## src/rtl/ad4008_pkg.sv

```systemverilog
// ad4008_pkg: shared types for the AD4008 readout chain.
// Holds the default sample width, the sample type used by the readout driver
// and the averager state enum. Optional feature macro used by this chain:
// AD4008_MINMAX_EN (per-window min/max tracking in the averager).
package ad4008_pkg;

  localparam int AD4008_ADC_WIDTH = 16;

  typedef logic [AD4008_ADC_WIDTH-1:0] sample_t;

  typedef enum logic {
    ST_IDLE  = 1'b0,
    ST_ACCUM = 1'b1
  } avg_state_t;

  // Number of samples in one boxcar window for a given log2 window length.
  function automatic int windowLength(input int log2n);
    return 1 << log2n;
  endfunction

endpackage

```

## src/rtl/ad4008_sample_averager_if.sv

```systemverilog
// ad4008_sample_averager_if: sample strobe input plus decimated valid/ready
// output of the averager. The master modport is the upstream/consumer side,
// the slave modport is the averager itself.
// With AD4008_MINMAX_EN defined the bus also carries min_data/max_data.
interface ad4008_sample_averager_if #(
  parameter int ADC_WIDTH = 16,
  parameter int LOG2_N    = 4
) ();

  logic [ADC_WIDTH-1:0] sample_in;
  logic                 sample_valid;
  logic                 enable;
  logic [ADC_WIDTH-1:0] avg_data;
  logic                 avg_valid;
  logic                 avg_ready;
  logic [LOG2_N:0]      sample_count;
  logic                 overrun;
  logic                 overrun_clear;
`ifdef AD4008_MINMAX_EN
  logic [ADC_WIDTH-1:0] min_data;
  logic [ADC_WIDTH-1:0] max_data;
`endif

  modport master (
    output sample_in,
    output sample_valid,
    output enable,
    output avg_ready,
    output overrun_clear,
    input  avg_data,
    input  avg_valid,
    input  sample_count,
`ifdef AD4008_MINMAX_EN
    input  min_data,
    input  max_data,
`endif
    input  overrun
  );

  modport slave (
    input  sample_in,
    input  sample_valid,
    input  enable,
    input  avg_ready,
    input  overrun_clear,
    output avg_data,
    output avg_valid,
    output sample_count,
`ifdef AD4008_MINMAX_EN
    output min_data,
    output max_data,
`endif
    output overrun
  );

endinterface

```

## src/rtl/ad4008_avg_holdreg.sv

```systemverilog
// ad4008_avg_holdreg: one-deep output holding register for the averager.
// A completed window result is accepted when the register is empty or is
// being emptied by a handshake in the same cycle; otherwise it is dropped and
// the sticky overrun flag is raised. With AD4008_MINMAX_EN defined the
// window min/max travel alongside the average under the same rules.
module ad4008_avg_holdreg
  import ad4008_pkg::*;
#(
  parameter int ADC_WIDTH = AD4008_ADC_WIDTH
) (
  input  logic                 clk,
  input  logic                 sreset,
  input  logic                 i_load,
  input  logic [ADC_WIDTH-1:0] i_avg,
`ifdef AD4008_MINMAX_EN
  input  logic [ADC_WIDTH-1:0] i_min,
  input  logic [ADC_WIDTH-1:0] i_max,
  output logic [ADC_WIDTH-1:0] o_min,
  output logic [ADC_WIDTH-1:0] o_max,
`endif
  input  logic                 i_ready,
  input  logic                 i_overrunClear,
  output logic                 o_valid,
  output logic [ADC_WIDTH-1:0] o_data,
  output logic                 o_overrun
);

  logic                 r_valid;
  logic [ADC_WIDTH-1:0] r_data;
  logic                 r_overrun;
`ifdef AD4008_MINMAX_EN
  logic [ADC_WIDTH-1:0] r_min;
  logic [ADC_WIDTH-1:0] r_max;
`endif

  logic w_xfer;
  logic w_accept;
  logic w_drop;

  assign w_xfer   = r_valid & i_ready;
  assign w_accept = i_load & (~r_valid | w_xfer);
  assign w_drop   = i_load & r_valid & ~i_ready;

  // Load/keep the pending result and track valid plus the sticky overrun flag.
  always_ff @(posedge clk) begin
    if (sreset) begin
      r_valid   <= 1'b0;
      r_data    <= '0;
      r_overrun <= 1'b0;
`ifdef AD4008_MINMAX_EN
      r_min     <= '0;
      r_max     <= '0;
`endif
    end else begin
      if (w_accept) begin
        r_valid <= 1'b1;
        r_data  <= i_avg;
`ifdef AD4008_MINMAX_EN
        r_min   <= i_min;
        r_max   <= i_max;
`endif
      end else if (w_xfer) begin
        r_valid <= 1'b0;
      end

      if (w_drop) begin
        r_overrun <= 1'b1;
      end else if (i_overrunClear) begin
        r_overrun <= 1'b0;
      end
    end
  end

  assign o_valid   = r_valid;
  assign o_data    = r_data;
  assign o_overrun = r_overrun;
`ifdef AD4008_MINMAX_EN
  assign o_min     = r_min;
  assign o_max     = r_max;
`endif

endmodule

```

## src/rtl/ad4008_sample_averager.sv

```systemverilog
// ad4008_sample_averager: boxcar-averages 2**LOG2_N consecutive AD4008
// samples and presents the decimated result through ad4008_avg_holdreg.
// The accumulator and IDLE/ACCUM state machine live here.
// Optional feature macro: AD4008_MINMAX_EN adds per-window unsigned
// min_data/max_data alongside avg_data.
module ad4008_sample_averager
  import ad4008_pkg::*;
#(
  parameter int ADC_WIDTH = AD4008_ADC_WIDTH,
  parameter int LOG2_N    = 4
) (
  input  logic                      clk,
  input  logic                      sreset,
  ad4008_sample_averager_if.slave   bus
);

  localparam int ACC_W = ADC_WIDTH + LOG2_N;
  localparam int CNT_W = LOG2_N + 1;
  localparam int N     = windowLength(LOG2_N);
  localparam logic [CNT_W-1:0] LAST_CNT = CNT_W'(N - 1);

  avg_state_t           r_state;
  logic [ACC_W-1:0]     r_acc;
  logic [CNT_W-1:0]     r_count;
  logic                 r_done;
  logic [ADC_WIDTH-1:0] r_result;

  logic [ACC_W-1:0]     w_sum;
  logic [ADC_WIDTH-1:0] w_avg;
  logic                 w_last;

  // The sum is as wide as N full-scale samples, so it cannot wrap; the
  // average is the truncating right shift by LOG2_N.
  assign w_sum  = r_acc + ACC_W'(bus.sample_in);
  assign w_avg  = ADC_WIDTH'(w_sum >> LOG2_N);
  assign w_last = (r_count == LAST_CNT);

`ifdef AD4008_MINMAX_EN
  logic [ADC_WIDTH-1:0] r_minRun;
  logic [ADC_WIDTH-1:0] r_maxRun;
  logic [ADC_WIDTH-1:0] r_resMin;
  logic [ADC_WIDTH-1:0] r_resMax;
  logic [ADC_WIDTH-1:0] w_minNext;
  logic [ADC_WIDTH-1:0] w_maxNext;

  // Running min/max including the current sample; the first sample of a
  // window re-seeds both trackers.
  always_comb begin
    w_minNext = bus.sample_in;
    w_maxNext = bus.sample_in;
    if (r_count != '0) begin
      if (r_minRun < bus.sample_in) w_minNext = r_minRun;
      if (r_maxRun > bus.sample_in) w_maxNext = r_maxRun;
    end
  end
`endif

  // Window state machine: accumulate on strobes while enabled, emit a one-cycle
  // completion pulse with the result on the Nth sample, restart immediately.
  always_ff @(posedge clk) begin
    if (sreset) begin
      r_state  <= ST_IDLE;
      r_acc    <= '0;
      r_count  <= '0;
      r_done   <= 1'b0;
      r_result <= '0;
`ifdef AD4008_MINMAX_EN
      r_minRun <= '0;
      r_maxRun <= '0;
      r_resMin <= '0;
      r_resMax <= '0;
`endif
    end else begin
      r_done <= 1'b0;
      case (r_state)
        ST_IDLE: begin
          r_acc   <= '0;
          r_count <= '0;
          if (bus.enable) begin
            r_state <= ST_ACCUM;
          end
        end
        ST_ACCUM: begin
          if (!bus.enable) begin
            r_state <= ST_IDLE;
            r_acc   <= '0;
            r_count <= '0;
          end else if (bus.sample_valid) begin
            if (w_last) begin
              r_acc    <= '0;
              r_count  <= '0;
              r_done   <= 1'b1;
              r_result <= w_avg;
`ifdef AD4008_MINMAX_EN
              r_resMin <= w_minNext;
              r_resMax <= w_maxNext;
`endif
            end else begin
              r_acc   <= w_sum;
              r_count <= r_count + CNT_W'(1);
`ifdef AD4008_MINMAX_EN
              r_minRun <= w_minNext;
              r_maxRun <= w_maxNext;
`endif
            end
          end
        end
        default: begin
          r_state <= ST_IDLE;
          r_acc   <= '0;
          r_count <= '0;
        end
      endcase
    end
  end

  assign bus.sample_count = r_count;

  ad4008_avg_holdreg #(
    .ADC_WIDTH (ADC_WIDTH)
  ) u_holdreg (
    .clk            (clk),
    .sreset         (sreset),
    .i_load         (r_done),
    .i_avg          (r_result),
`ifdef AD4008_MINMAX_EN
    .i_min          (r_resMin),
    .i_max          (r_resMax),
    .o_min          (bus.min_data),
    .o_max          (bus.max_data),
`endif
    .i_ready        (bus.avg_ready),
    .i_overrunClear (bus.overrun_clear),
    .o_valid        (bus.avg_valid),
    .o_data         (bus.avg_data),
    .o_overrun      (bus.overrun)
  );

endmodule

```

## src/flat_wrapper.sv

```systemverilog
// flat-port wrapper written by rule: the top's interface ports become plain ports
module ad4008_sample_averager_flat import ad4008_pkg::*;
#(
  parameter int ADC_WIDTH = AD4008_ADC_WIDTH,
  parameter int LOG2_N    = 4
)
  (clk, sreset, bus_sample_in, bus_sample_valid, bus_enable, bus_avg_ready, bus_overrun_clear, bus_avg_data, bus_avg_valid, bus_sample_count, bus_overrun);
  ad4008_sample_averager_if #(.ADC_WIDTH(ADC_WIDTH), .LOG2_N(LOG2_N)) bus_i ();
  input  logic clk;
  input  logic sreset;
  input wire logic [$bits(bus_i.sample_in)-1:0] bus_sample_in;
  input wire logic [$bits(bus_i.sample_valid)-1:0] bus_sample_valid;
  input wire logic [$bits(bus_i.enable)-1:0] bus_enable;
  input wire logic [$bits(bus_i.avg_ready)-1:0] bus_avg_ready;
  input wire logic [$bits(bus_i.overrun_clear)-1:0] bus_overrun_clear;
  output wire logic [$bits(bus_i.avg_data)-1:0] bus_avg_data;
  output wire logic [$bits(bus_i.avg_valid)-1:0] bus_avg_valid;
  output wire logic [$bits(bus_i.sample_count)-1:0] bus_sample_count;
  output wire logic [$bits(bus_i.overrun)-1:0] bus_overrun;
  assign bus_i.sample_in = bus_sample_in;
  assign bus_i.sample_valid = bus_sample_valid;
  assign bus_i.enable = bus_enable;
  assign bus_i.avg_ready = bus_avg_ready;
  assign bus_i.overrun_clear = bus_overrun_clear;
  assign bus_avg_data = bus_i.avg_data;
  assign bus_avg_valid = bus_i.avg_valid;
  assign bus_sample_count = bus_i.sample_count;
  assign bus_overrun = bus_i.overrun;
  ad4008_sample_averager #(.ADC_WIDTH(ADC_WIDTH), .LOG2_N(LOG2_N)) u_core (.clk(clk), .sreset(sreset), .bus(bus_i));
endmodule
```

## config.mk

```make
export PLATFORM = sky130hd
export DESIGN_NAME = ad4008_sample_averager_flat
export DESIGN_NICKNAME = d
export VERILOG_FILES = /design/src/rtl/ad4008_pkg.sv /design/src/rtl/ad4008_sample_averager_if.sv /design/src/rtl/ad4008_avg_holdreg.sv /design/src/rtl/ad4008_sample_averager.sv /design/src/flat_wrapper.sv
export SDC_FILE = /design/constraint.sdc
export NUM_CORES = 1
export LEC_CHECK = 0
export CAP_MARGIN = 20
export CORE_UTILIZATION = 50
export CTS_BUF_LIST = sky130_fd_sc_hd__clkbuf_4
export CTS_CLUSTER_DIAMETER = 30
export DETAILED_ROUTE_END_ITERATION = 6
export HOLD_SLACK_MARGIN = 0.06
export PLACE_DENSITY = 0.8
export SLEW_MARGIN = 15
export SYNTH_ARGS = -nofsm -noshare
export SYNTH_HDL_FRONTEND = slang
export SYNTH_HIERARCHICAL = 1
export SYNTH_SLANG_ARGS = --single-unit
```

## constraint.sdc

```tcl
create_clock -name clk -period 4.9 [get_ports clk]
set_input_delay 0.735 -clock clk [delete_from_list [all_inputs] [get_ports clk]]
set_output_delay 0.735 -clock clk [all_outputs]
set_load 0.01 [all_outputs]
```

Word level (Yosys, flattened, before mapping)
Cells that the tools add are included.
{ "classes": {"muxes": 14, "n_reduce_logical": 4, "n_div": 0, "multipliers": 0, "n_eq_ne": 2, "n_addsub": 2, "shifts": 0, "n_lt_le_gt_ge": 0, "bitwise": 10} }
{ "ops": {"columns": ["operator", "n"], "rows": [
  ["2-to-1 mux 20 bit", 3],
  ["case mux 20 bit (2 select lines)", 1],
  ["adder 20 x 16 -> 20 bit", 1],
  ["2-to-1 mux 5 bit", 3],
  ["case mux 5 bit (2 select lines)", 1],
  ["2-to-1 mux 1 bit", 6],
  ["adder 5 x 1 -> 5 bit (second input constant)", 1],
  ["== test 5 x 4 -> 1 bit (second input constant)", 1],
  ["inverter 1 bit", 5],
  ["bitwise AND 1 bit", 4],
  ["AND reduction 4 bit", 1],
  ["nonzero test 2 bit", 2],
  ["OR reduction 4 bit", 1],
  ["!= test 3 bit (second input constant)", 1],
  ["OR 1 bit", 1]
]} }
{ "totals": {"input_bits": 22, "elab_cells": 40, "n_memories": 0, "rom_bits": 0, "reg_bits": 61, "ram_bits": 0, "out_inout_bits": 23, "latch_bits": 0} }

Longest topological paths before layout
Gate-level depths: netlist of the first run.
{ "logic_depth": {"ltp_word": 5, "mapped_depth": 10, "mapped_depth_nobuf": 10} }

Modules after synthesis
Netlist of the first run, hierarchy kept.
{ "modules_own_cells": {"columns": ["mod", "seq_area_each_um2", "cells_per_inst", "n_inst", "area_each_um2"], "rows": [
  ["ad4008_sample_averager", 860.8, 287, 1, 2416.1],
  ["ad4008_avg_holdreg", 360.3, 78, 1, 808.3]
]} }

Worst setup path before layout of the first run
OpenSTA, ideal clock, no wires.
{ "synth_path": {"path_type": "input -> register", "from": "input bus_sample_in[0]", "to": "register u_core.r_acc[16]", "slack_ps": 2210, "required_ps": 4830, "setup_time_ps": 70, "n_path_buf": 0, "path_stages": 10, "t_arrival_ps": 2620, "path_cell_list": "ha_1 inv_1 fa_1 and2b_1 o2111ai_1 a21oi_2 a21oi_2 a21oi_1 mux2_2 a21oi_1"} }
{ "synth_between": {"elab_chain_len": 5} }
{ "synth_rtl": {"columns": ["item", "line_no", "rtl"], "rows": [
  ["from (decl)", "flat_wrapper.sv:11", "input wire logic [$bits(bus_i.sample_in)-1:0] bus_sample_in;"],
  ["adder 20 x 16 -> 20 bit", "ad4008_sample_averager.sv:34", "assign w_sum = r_acc + ACC_W'(bus.sample_in);"],
  ["2-to-1 mux 20 bit", "ad4008_sample_averager.sv:89", "if (w_last) begin"],
  ["2-to-1 mux 20 bit", "ad4008_sample_averager.sv:88", "end else if (bus.sample_valid) begin"],
  ["2-to-1 mux 20 bit", "ad4008_sample_averager.sv:84", "if (!bus.enable) begin"],
  ["case mux 20 bit (2 select lines)", "ad4008_sample_averager.sv:75", "case (r_state)"],
  ["to (signal assigned)", "ad4008_sample_averager.sv:99", "r_acc <= w_sum;"],
  ["to (decl)", "ad4008_sample_averager.sv:23", "logic [ACC_W-1:0] r_acc;"]
]} }
Every way passes these cells. The select of a mux whose other input is x is not followed.
A chain may end at the register's enable or synchronous reset.

Worst setup path after layout of the first run
Ends and elaborated chain as after synthesis.

==> impl_results.md, run 1 <==
- Setup crit start: bus_sample_in[0]
- R2r startpoint: u_core/r_acc[0]
- First-pass GRT wire length: 10,800 um
- R2R setup slack: 2370 ps
- Worst hold slack: 463 ps
- Largest cells by area after synthesis: dfxtp_1 38%, ha_1 6.6%, nand2b_1 6.6%
- Via count: 2,655
- Fillers: 529
- Die area: 0.00677 mm^2
- Clock skew: 9.35 ps
- Antenna cells: 0
- Syn avg cell area: 8.83 um^2
- Post-route setup slack: 1890 ps
- Post-synth top area share: 37.9%
- Max-cap viol count: 0
- Setup Buffers After CTS: 0
- Async SR Flop Fraction: 0%
- Synth Net Count: 405
- Place WS: 1500 ps
- Largest net degree at the start of global routing: 65
- Gpl congestion: 0.917
- WP data required: 5220 ps
- Antenna Violating Nets Remaining: 0
- Drt initial violations: 129
- R2R Path End: u_core/r_acc[16]
- Post-layout nets: 445
- RSZ-0062 raised after global routing: no
- Final setup fails: 0
- First-pass detailed-route iteration total: 4
- Relative max-transition margin: 33.1%
- Total CTS buffers: 9
- Commonest cells in the synthesized netlist: 61 x dfxtp_1, 38 x nand2_1, 37 x nor2_1, 34 x nand2b_1, 28 x a21oi_1
- EDFF count, synth: 0
- Initial antenna violation count: 0
- Vias in the first global route: 2,355
- Storage cell area: 0.00122 mm^2
- Via density: 5.47
- Final TNS setup: 0 ps
- Cells after synthesis: 365
- Worst-path maximum fanout: 3
- Worst hold-check path type: register to register
- CP Class: primary input to register
- CTS tree: built
- Worst Max-Slew Pin Slew: 1000 ps
- Outcome: complete, no violations
- Critical path arrival: 3330 ps
- Layout area overhead: 19.9%
- CTS sink count: 61
- Achievable frequency: 0.333 GHz
- Post-route minimum period: 3010 ps
- Startpoint types: primary input
- Post-CTS Resized: 0
- Final Slew Violations: 0
- DRC viols: 0
- Top_reg_cell synth: dfxtp_1
- Num rows: 28
- Clk_lat worst skew: 400 ps
- Sequential fraction of the synthesis area: 37.9%
- Synth Cell Area: 0.00322 mm^2
- Reg2Reg Depth: 10
- Most frequent cell after synthesis: dfxtp_1
- Power Dens Cells: 263 mW/mm^2
- Reg clk slew, reported paths: 100 ps
- Hpwl dp: 4800 um
- Total power: 1.01 mW
- Die Ht: 82.3 um
- I/O pins: 45
- Hold Buf Count CTS: 0
- Fin crit share: 61.4%
- Static leakage: 1.39 nW
- Worst Setup End Kind: register
- Area of the multi-input gates: 0.00189 mm^2
- Synth area leader: dfxtp_1
- Average wire per standard cell: 13.8 um
- # port buffers: 44
- Starting Density: 53.2%
- H-tree levels: 3
- Final WL: 6710 um
- Hold Fails Final Rpt: 0
- Die Wd: 82.3 um
- YS warnings: 6
- Maximum clock path buffer count: 2
- Area of the core: 0.00606 mm^2
- Synth cell types: 51
- Total grt overflow: 0
- Tot GR Track Use: 21.1%
- Flops & latches, synth: 61
- Max VDD drop: 0.000194 V
- Clk root buf: clkbuf_4
- Share of layout cells above drive strength 1: 8.05%
- Critical Path End: u_core/r_acc[16]
-- area by class of cell --
cell class | instances | area share, %
Tap cell | 75 | 2.43
Inverter | 6 | 0.583
Timing Repair Buffer | 47 | 11.8
Multi-Input combinational cell | 280 | 49.0
Clock buffer | 10 | 1.94
Sequential cell | 61 | 31.6
Clock inverter | 6 | 2.62
-- worst max-delay path, cell delays in order --
cell             delay, ps
clkdlybuf4s50_1        470
ha_1                   170
inv_1                   60
fa_1                   410
and2b_1                230
o2111ai_1              180
a21oi_2                250
a21oi_2                110
a21oi_1                240
mux2_2                 360
a21oi_1                130
-- worst min path at each step --
stage	from	depth (start not counted)	to
after global routing	u_core/r_result[9]	2	u_core/u_holdreg/o_data[9]
after detailed placement	u_core/r_result[7]	2	u_core/r_result[7]
after global placement	u_core/r_acc[15]	2	u_core/r_acc[15]
after floorplan	u_core/r_acc[12]	2	u_core/r_acc[12]
final	u_core/r_result[7]	2	u_core/r_result[7]
after CTS	u_core/r_result[7]	2	u_core/r_result[7]
-- through the flow --
step / util (%) / cell area, um^2 / std cells
floorplan: - / 3220 / 365
global placement: 60.9 / 3690 / 469
detailed placement: 60.9 / 3690 / 469
CTS: 63.8 / 3860 / 485
global route: 63.8 / 3860 / 485
finish: 63.8 / 3860 / 485
-- power breakdown --
group	internal, mW	switching (mW)	leakage (nW)	total [mW]
Sequential	0.497	0.00147	0.492	0.499
Clock	0.259	0.177	0.0931	0.437
Combinational	0.0367	0.0425	0.810	0.0792
Total	0.794	0.221	1.39	1.01
-- routing by layer --
metal | vias to the layer above | track usage (%) | part of all wire (%)
li1 | 1356 | - | -
met1 | 1223 | 28.0 | 49
met2 | 64 | 32.5 | 45
met3 | 12 | 4.95 | 5.2
met4 | 0 | 8.77 | 1.4
met5 | - | 0 | 0
-- flip-flops by register name, summed over array words and instances, names as in the netlist --
signal / flops
u_core/u_holdreg/o_overrun: 1
u_core/r_result: 16
u_core/r_acc: 20
u_core/r_done: 1
u_core/bus.sample_count: 5
u_core/u_holdreg/o_data: 16
u_core/u_holdreg/o_valid: 1
u_core/r_state: 1
-- cell usage in the layout, fill, tap and decap left out, drive strengths merged, types with 2 or more instances in the layout --
cell,n
xnor2,13
a22oi,10
nor2b,8
clkbuf,10
bufinv,3
nor2,37
nand4b,3
a211oi,5
ha,17
nor3,5
nand2,38
clkdlybuf4s50,43
clkinv,3
a41oi,2
inv,6
dfxtp,61
buf,4
xor2,6
nand3b,3
o21ai,8
nand3,8
a31oi,4
a22o,4
a21boi,2
a21o,5
or4,3
mux2i,16
nand2b,34
a21oi,31
nor4,2
-- kinds of logic after synthesis --
logic type / synth area share, %
and+or+nand+nor: 22.7
AOI/OAI and AO/OA: 18.2
DFF: 37.9
buffers and inverters: 3.61
xor gates and xnor gates: 5.16
adders and majority gates: 7.22
muxes: 5.32
Note: power is estimated with default switching activity, not from simulation.
==> run 2: changes to the inputs <==
--- a/config.mk
+++ b/config.mk
@@ -11,7 +11,7 @@
 export CTS_CLUSTER_DIAMETER = 30
 export DETAILED_ROUTE_END_ITERATION = 6
 export HOLD_SLACK_MARGIN = 0.06
-export PLACE_DENSITY = 0.8
+export PLACE_DENSITY = 0.83
 export SLEW_MARGIN = 15
 export SYNTH_ARGS = -nofsm -noshare
 export SYNTH_HDL_FRONTEND = slang
==> constraint.sdc (replaced) <==
create_clock -name clk -period 2.6 [get_ports clk]
set_input_delay 0.39 -clock clk [delete_from_list [all_inputs] [get_ports clk]]
set_output_delay 0.39 -clock clk [all_outputs]
set_load 0.01 [all_outputs]
==> impl_results.md, run 2 (same netlist as run 1, synthesis figures left out) <==
- Tot GR Track Use: 23.3%
- Post-route minimum period: 2450 ps
- Finished Core Util: 68.2%
- First-pass GRT wire length: 11,800 um
- Critical path arrival: 2780 ps
- Fin crit share: 94.4%
- # port buffers: 44
- DRC viols: 0
- Via density: 5.45
- Reg clk slew, reported paths: 100 ps
- Starting Density: 53.2%
- Relative max-transition margin: 53.7%
- Post-layout nets: 476
- Final setup fails: 0
- Hpwl dp: 5270 um
- Area of the core: 0.00606 mm^2
- Crit-path max cell delay: 460 ps
- Largest net degree at the start of global routing: 46
- Vias in the first global route: 2,653
- Commonest non-fill, non-tap cells in the layout: 61 x dfxtp_1, 43 x clkdlybuf4s50_1, 38 x nand2_1
- RSZ-0062 raised after global routing: no
- Antenna cells: 0
- Drt initial violations: 128
- Initial antenna violation count: 0
- Static leakage: 1.56 nW
- Crit path cell chain: clkdlybuf4s50_1 > ha_1 > inv_1 > fa_1 > and2b_1 > o2111ai_2 > a21oi_2 > a21oi_2 > a21oi_2 > mux2_2 > a21oi_1
- Power Dens Cells: 498 mW/mm^2
- Via count: 2,811
- Average wire per standard cell: 14.0 um
- I/O pins: 45
- Fillers: 500
- Outcome: complete, no violations
- Num rows: 28
- Total power: 2.06 mW
- First-pass detailed-route iteration total: 4
- Worst-path maximum fanout: 3
- CTS tree: built
- Gpl congestion: 0.834
- Clk_lat worst skew: 400 ps
- Startpoint types: primary input
- Antenna Violating Nets Remaining: 0
- Slowest-stage cell, CP: clkdlybuf4s50_1
- WP data required: 2930 ps
- Worst hold-check path type: register to register
- Post-CTS Resized: 0
- Max VDD drop: 0.000347 V
- Final WL: 7210 um
- Worst Setup End Kind: register
- Clk root buf: clkbuf_4
- Commonest non-fill, non-tap cell in the layout: dfxtp_1
- H-tree levels: 3
- Layout area overhead: 28.3%
- Share of layout cells above drive strength 1: 15.4%
- Die Ht: 82.3 um
- Clock skew: 12.4 ps
- CP dominant cell by count: a21oi_2
- CTS sink count: 61
- Setup Buffers After CTS: 0
- Final Slew Violations: 0
- Biggest register: u_core/r_acc
- Die Wd: 82.3 um
- Die area: 0.00677 mm^2
- Final TNS setup: 0 ps
- Total grt overflow: 0
- Total CTS buffers: 9
- Max-cap viol count: 0
- Achievable frequency: 0.408 GHz
- Maximum clock path buffer count: 2
- Max FFs per register: 20
- Hold Buf Count CTS: 0
- Worst Max-Slew Pin Slew: 694 ps
- CP Class: primary input to register
- Hold Fails Final Rpt: 0
## run 2: layer usage
| metal | GRT usage, % | vias to the layer above | part of all wire, % |
|---|---|---|---|
| met5 | 0 | - | 0 |
| met4 | 9.47 | 0 | 1.6 |
| met3 | 6.59 | 13 | 4.9 |
| met2 | 38.0 | 74 | 47 |
| met1 | 28.8 | 1306 | 46 |
| li1 | - | 1418 | - |
## run 2: worst paths after layout
| kind | from | end | slack, ps | cells after the start |
|---|---|---|---|---|
| max | bus_sample_in[0] | u_core/r_acc[16] | 150 | 11 |
| min | u_core/r_result[4] | u_core/r_result[4] | 460 | 2 |
| max reg2reg | u_core/r_acc[0] | u_core/r_acc[16] | 250 | 10 |
| min reg2reg | u_core/r_result[4] | u_core/r_result[4] | 460 | 2 |
## run 2: stage by stage
| stage | hold slack [ps] | std cells | worst slack [ps] | area, um^2 |
|---|---|---|---|---|
| after detailed placement | 449 | 500 | -336 | 3920 |
| after global routing | 486 | 516 | 0.242 | 4140 |
| after CTS | 463 | 516 | 99.1 | 4130 |
| final | 460 | 516 | 146 | 4140 |
| after floorplan | 429 | 365 | 255 | 3220 |
| after global placement | 443 | 500 | -273 | 3920 |
## run 2: layout make-up
type                    instances  area, um^2  area share, %
clock buffers                   9        67.6           1.63
clock inverters                 7         138           3.33
inverters                       6        22.5          0.544
multi-input cells             280        1900           46.0
flip-flops and latches         61        1220           29.5
well taps                      75        93.8           2.27
repair buffers                 78         691           16.7
## run 2: worst max-delay path, delay by kind of cell
kind                     cells  cell delay [ps]
adder cells (fa/ha/maj)      2              530
AO/OA/AOI/OAI                5              760
buffers and inverters        2              510
AND/OR/NAND/NOR              1              240
multiplexers                 1              340
## run 2: where the power goes
group,switching [mW],internal [mW]
clock network,0.367,0.581
registers,0.00289,0.938
logic,0.0847,0.0867
==> run 3: changes to the inputs <==
--- a/config.mk
+++ b/config.mk
@@ -5,13 +5,14 @@
 export SDC_FILE = /design/constraint.sdc
 export NUM_CORES = 1
 export LEC_CHECK = 0
+export ABC_CLOCK_PERIOD_IN_PS = 2600
 export CAP_MARGIN = 20
 export CORE_UTILIZATION = 50
 export CTS_BUF_LIST = sky130_fd_sc_hd__clkbuf_4
 export CTS_CLUSTER_DIAMETER = 30
 export DETAILED_ROUTE_END_ITERATION = 6
 export HOLD_SLACK_MARGIN = 0.06
-export PLACE_DENSITY = 0.83
+export PLACE_DENSITY = 0.78
 export SLEW_MARGIN = 15
 export SYNTH_ARGS = -nofsm -noshare
 export SYNTH_HDL_FRONTEND = slang
==> impl_results.md, run 3 (same netlist as run 1, synthesis figures left out) <==
- Setup crit start: bus_sample_in[0]
- Biggest register: u_core/r_acc
- Gpl congestion: 0.893
- RSZ-0062 raised after global routing: no
- Via density: 5.37
- Max FFs per register: 20
- Relative max-transition margin: 48.1%
- Clock skew: 12.1 ps
- Clk_lat worst skew: 410 ps
- Critical Path End: u_core/r_result[14]
- Levels on crit path: 11
- Commonest non-fill, non-tap cell in the layout: dfxtp_1
- Via count: 2,775
- Design area: 0.00407 mm^2
- Maximum clock path buffer count: 2
- Layout area overhead: 26.3%
- Hold Fails Final Rpt: 0
- Worst path bufs/invs: 2
- Die area: 0.00677 mm^2
- Fin crit share: 94.3%
- Crit-path max cell delay: 460 ps
- Clk root buf: clkbuf_4
- Final Slew Violations: 0
- Area of the multi-input gates: 0.00190 mm^2
- Worst hold-check path type: register to register
- Die Ht: 82.3 um
- Total CTS buffers: 9
- Hpwl dp: 5100 um
- WP data required: 2940 ps
- Reg2Reg Depth: 10
- Max VDD drop: 0.000244 V
- CTS tree: built
- Placed cell area: 0.00393 mm^2
- Area of the core: 0.00606 mm^2
- Vias in the first global route: 2,467
- Average wire per standard cell: 13.8 um
- DRC viols: 0
- # port buffers: 44
- First-pass GRT wire length: 11,400 um
- Achievable frequency: 0.408 GHz
- Largest net degree at the start of global routing: 54
- Crit path cell chain: clkdlybuf4s50_1 > ha_1 > inv_1 > fa_1 > and2b_1 > o2111ai_2 > a21oi_2 > a21oi_2 > a211oi_2 > xnor2_1 > a211oi_2
- Static leakage: 1.52 nW
- R2r startpoint: u_core/r_acc[0]
- CTS sink count: 61
- Startpoint types: primary input
- Drt initial violations: 116
- I/O pins: 45
- Tot GR Track Use: 22.8%
- R2R setup slack: 230 ps
- Storage cell area: 0.00122 mm^2
- R2R Path End: u_core/r_result[14]
- Power Dens Cells: 436 mW/mm^2
- Setup Buffers After CTS: 0
- Starting Density: 53.2%
- Worst Max-Slew Pin Slew: 778 ps
- Share of layout cells above drive strength 1: 15.6%
- Commonest non-fill, non-tap cells in the layout: 61 x dfxtp_1, 43 x clkdlybuf4s50_1, 38 x nand2_1
- Post-layout nets: 477
- Reg clk slew, reported paths: 110 ps
- Worst Setup End Kind: register
- Final setup fails: 0
- Critical path's top delay family: compound AO/OA/AOI/OAI gates
- Outcome: complete, no violations
- Max-cap viol count: 0
- Total grt overflow: 0
- Die Wd: 82.3 um
- Initial antenna violation count: 0
- Critical path arrival: 2790 ps
- Slowest-stage cell, CP: clkdlybuf4s50_1
- Num rows: 28
- Antenna Violating Nets Remaining: 0
- Fillers: 519
- Final WL: 7130 um
- CP Class: primary input to register
- First-pass detailed-route iteration total: 4
- Worst-path maximum fanout: 3
- Worst hold slack: 458 ps
- Antenna cells: 0
- Post-route minimum period: 2450 ps
- H-tree levels: 3
-- run 3: layer usage --
| metal | global-route usage [%] | part of all wire [%] |
|---|---|---|
| met1 | 30.0 | 49 |
| met2 | 35.0 | 45 |
| met3 | 4.95 | 5.0 |
| met5 | 0 | 0 |
| met4 | 11.6 | 1.7 |
-- run 3: layout make-up --
| class | count | area share (%) |
|---|---|---|
| clock buffer | 9 | 1.66 |
| clock inverter | 7 | 1.63 |
| inverter | 6 | 0.553 |
| multi-input combinational | 280 | 46.7 |
| sequential | 61 | 30.0 |
| tap | 75 | 2.30 |
| timing repair buffer | 79 | 17.1 |
-- run 3: worst min-delay path by stage --
stage | start | to | slack, ps | cells past startpoint
floorplan | u_core/r_acc[12] | u_core/r_acc[12] | 430 | 2
global placement | u_core/r_acc[9] | u_core/r_acc[9] | 440 | 2
detailed placement | u_core/r_acc[15] | u_core/r_acc[15] | 440 | 2
CTS | u_core/r_acc[15] | u_core/r_acc[15] | 460 | 2
global route | u_core/r_acc[15] | u_core/r_acc[15] | 470 | 2
finish | u_core/r_acc[15] | u_core/r_acc[15] | 460 | 2
-- run 3: worst reg2reg max path, cell delays in order (launching register included) --
cell and delay [ps]:
dfxtp_1 350, ha_1 160, inv_1 60, fa_1 380, and2b_1 240, o2111ai_2 150
a21oi_2 220, a21oi_2 110, a211oi_2 310, xnor2_1 120, a211oi_2 210
-- run 3: what timing repair did --
action	in CTS	in global routing
endpoints found under the setup margin	0	7
hold buffers	0	0
resized for setup	0	3
-- run 3: power breakdown --
| group | switching (mW) | internal, mW |
|---|---|---|
| logic | 0.0856 | 0.0870 |
| clock network | 0.375 | 0.286 |
| registers | 0.00277 | 0.938 |
| total | 0.464 | 1.31 |
-- run 3: metrics by stage --
stage / util (%) / total power, mW / TNS (ps) / setup slack, ps / instances
floorplan: - / 1.05 / 0 / 255 / 365
detailed placement: 64.8 / 1.13 / -3010 / -332 / 501
global placement: 64.8 / 1.13 / -2460 / -280 / 501
finish: 67.2 / 1.77 / 0 / 148 / 517
global route: 67.2 / 1.85 / 0 / 15.9 / 517
CTS: 67.0 / 1.79 / 0 / 97.6 / 517
==> RTL edit: new RTL, config.mk and constraints of run 1 <==
Reset style: asynchronous (`sreset`), changed in 2 clocked blocks.
--- a/src/rtl/ad4008_avg_holdreg.sv
+++ b/src/rtl/ad4008_avg_holdreg.sv
@@ -42,7 +42,7 @@
   assign w_drop   = i_load & r_valid & ~i_ready;
 
   // Load/keep the pending result and track valid plus the sticky overrun flag.
-  always_ff @(posedge clk) begin
+  always_ff @(posedge clk or posedge sreset) begin
     if (sreset) begin
       r_valid   <= 1'b0;
       r_data    <= '0;
--- a/src/rtl/ad4008_sample_averager.sv
+++ b/src/rtl/ad4008_sample_averager.sv
@@ -57,7 +57,7 @@
 
   // Window state machine: accumulate on strobes while enabled, emit a one-cycle
   // completion pulse with the result on the Nth sample, restart immediately.
-  always_ff @(posedge clk) begin
+  always_ff @(posedge clk or posedge sreset) begin
     if (sreset) begin
       r_state  <= ST_IDLE;
       r_acc    <= '0;
Function: differs if sreset is asserted again (counterexample within 4 cycles, from zero or initial values and one cycle with sreset high); with sreset held inactive, the same outputs for 10 cycles.
==> RTL edit against run 1 <==
  * Design area is 7.3% higher
  * Power is 0.68% higher
  * Via count is 5.3% higher
  * Largest cell class unchanged
  * Worst setup slack better by 300 ps
  * Area after synthesis is 9.4% higher
  * Sequential cell count stayed put
  * Critical endpoint is now u_core/r_result[10]
  * Critical path type unchanged
  * Sequential power is 5.8% higher
  * Wire length is 15% higher
==> RTL edit: results (changes against run 1) <==
grt:
  use_met2_pct: 36.87  # was 32.48%
  first_global_vias: 2762  # was 2,355
  grtUsageTotal_pct: 23.20  # was 21.05%
  grt_use_met3_pct: 5.679  # was 4.945%
  grtUsageMet1_pct: 30.33  # was 28.03%
  grt_pass1_wl_um: 13180  # was 10,810 µm
routing:
  route.met3.wl_um: 449  # was 346 µm
  first_iter_violations: 156  # was 129
  wl_met1_um: 3474  # was 3282 µm
  wl_met2_um: 3653  # was 2989 µm
  wl_per_cell_um: 16.01  # was 13.84 µm
  firstDrtPassIters: 5  # was 4
final_layout:
  multi_input_cells: 251  # was 280
  drive_gt1_share_pct: 13.73  # was 8.049%
  sh_seq_area_pct: 36.79  # was 31.60%
  fill_cells: 570  # was 529
  clk_share_pct: 3.227  # was 4.565%
  nNetsFinal: 421  # was 445
  inverters_excl_clock: 12  # was 6
  design.seq.count: 61  # unchanged
  signal_buffers: 46  # was 47
  area_share_nonclk_buffers_pct: 10.98  # was 11.85%
  multi_input_area_mm2: 0.001868  # was 0.001893 mm²
power_and_ir_drop:
  power.leakage_uw: 0.001984  # was 0.001395 µW
  clkPwrFrac_pct: 33.5  # was 43.0%
  seq_power_share_pct: 51.7  # was 49.2%
  ir_worst_vdd_uv: 185.3  # was 193.6 µV
  pwr_density_cell_mw_per_mm2: 246.3  # was 262.6 mW/mm²
yosys:
  async_reset_ff_share_pct: 100.0  # was 0%
  syn_nets: 380  # was 405
  synth_commonest_cells: "dfrtp_1 (61), nand2_1 (41), nor2_1 (23)"  # was dfxtp_1 (61), nand2_1 (38), nor2_1 (37)
  synth_cell_types: 57  # was 51
  synth_compound_area_share_pct: 18.52  # was 18.16%
  synth_mux_area_share_pct: 9.897  # was 5.316%
place:
  hpwl_um: 5546  # was 4798 µm
  gp_congestion: 0.8901  # was 0.9169
worst_hold_path:
  hold_start: "u_core/r_result[1]"  # was u_core/r_result[7]
  whs_endpoint: "u_core/r_result[1]"  # was u_core/r_result[7]
critical_path:
  reg2reg_slack_ps: 2590  # was 2370 ps
  rr_endpoint: "u_core/r_result[7]"  # was u_core/r_acc[16]
  timing.rr.start: "u_core/bus.sample_count[0]"  # was u_core/r_acc[0]
  arrival_ps: 3000  # was 3330 ps
  reg2reg_depth: 6  # was 10
  cp_max_fo: 5  # was 3
clocking:
  cts_resized: 0  # unchanged
status:
  status: "finished clean"  # unchanged
timing:
  relSlewSlack_pct: 35.89  # was 33.05%
==> RTL edit: cell count changes after synthesis, sizes merged, moves of 7 or more <==
cell,before,now
dfrtp,0,61
a22o,4,11
mux2i,16,6
nor2,37,23
mux2,1,22
dfxtp,61,0
a21oi,31,20
a22oi,10,2
and3,0,8
nand2b,34,6
==> RTL edit: critical path, stage by stage <==
cell,delay [ps]
clkdlybuf4s50_1,460
ha_1,160
inv_1,50
fa_1,380
nand2b_1,210
a21oi_1,240
o211a_4,240
o41ai_2,80
xnor2_1,160
mux2_4,270
==> RTL edit: metrics by stage <==
step           instances  area [µm²]  utilization (%)  setup slack [ps]  hold slack [ps]
6_report             482        4149            61.07              2196            492.6
5_1_grt              482        4149            61.07              2124            526.4
4_1_cts              482        4149            61.07              2231            494.7
3_5_place_dp         466        4015            59.10              1790            469.2
3_3_place_gp         466        4015            59.10              1856            460.8
2_1_floorplan        340        3527                -              2451            444.6
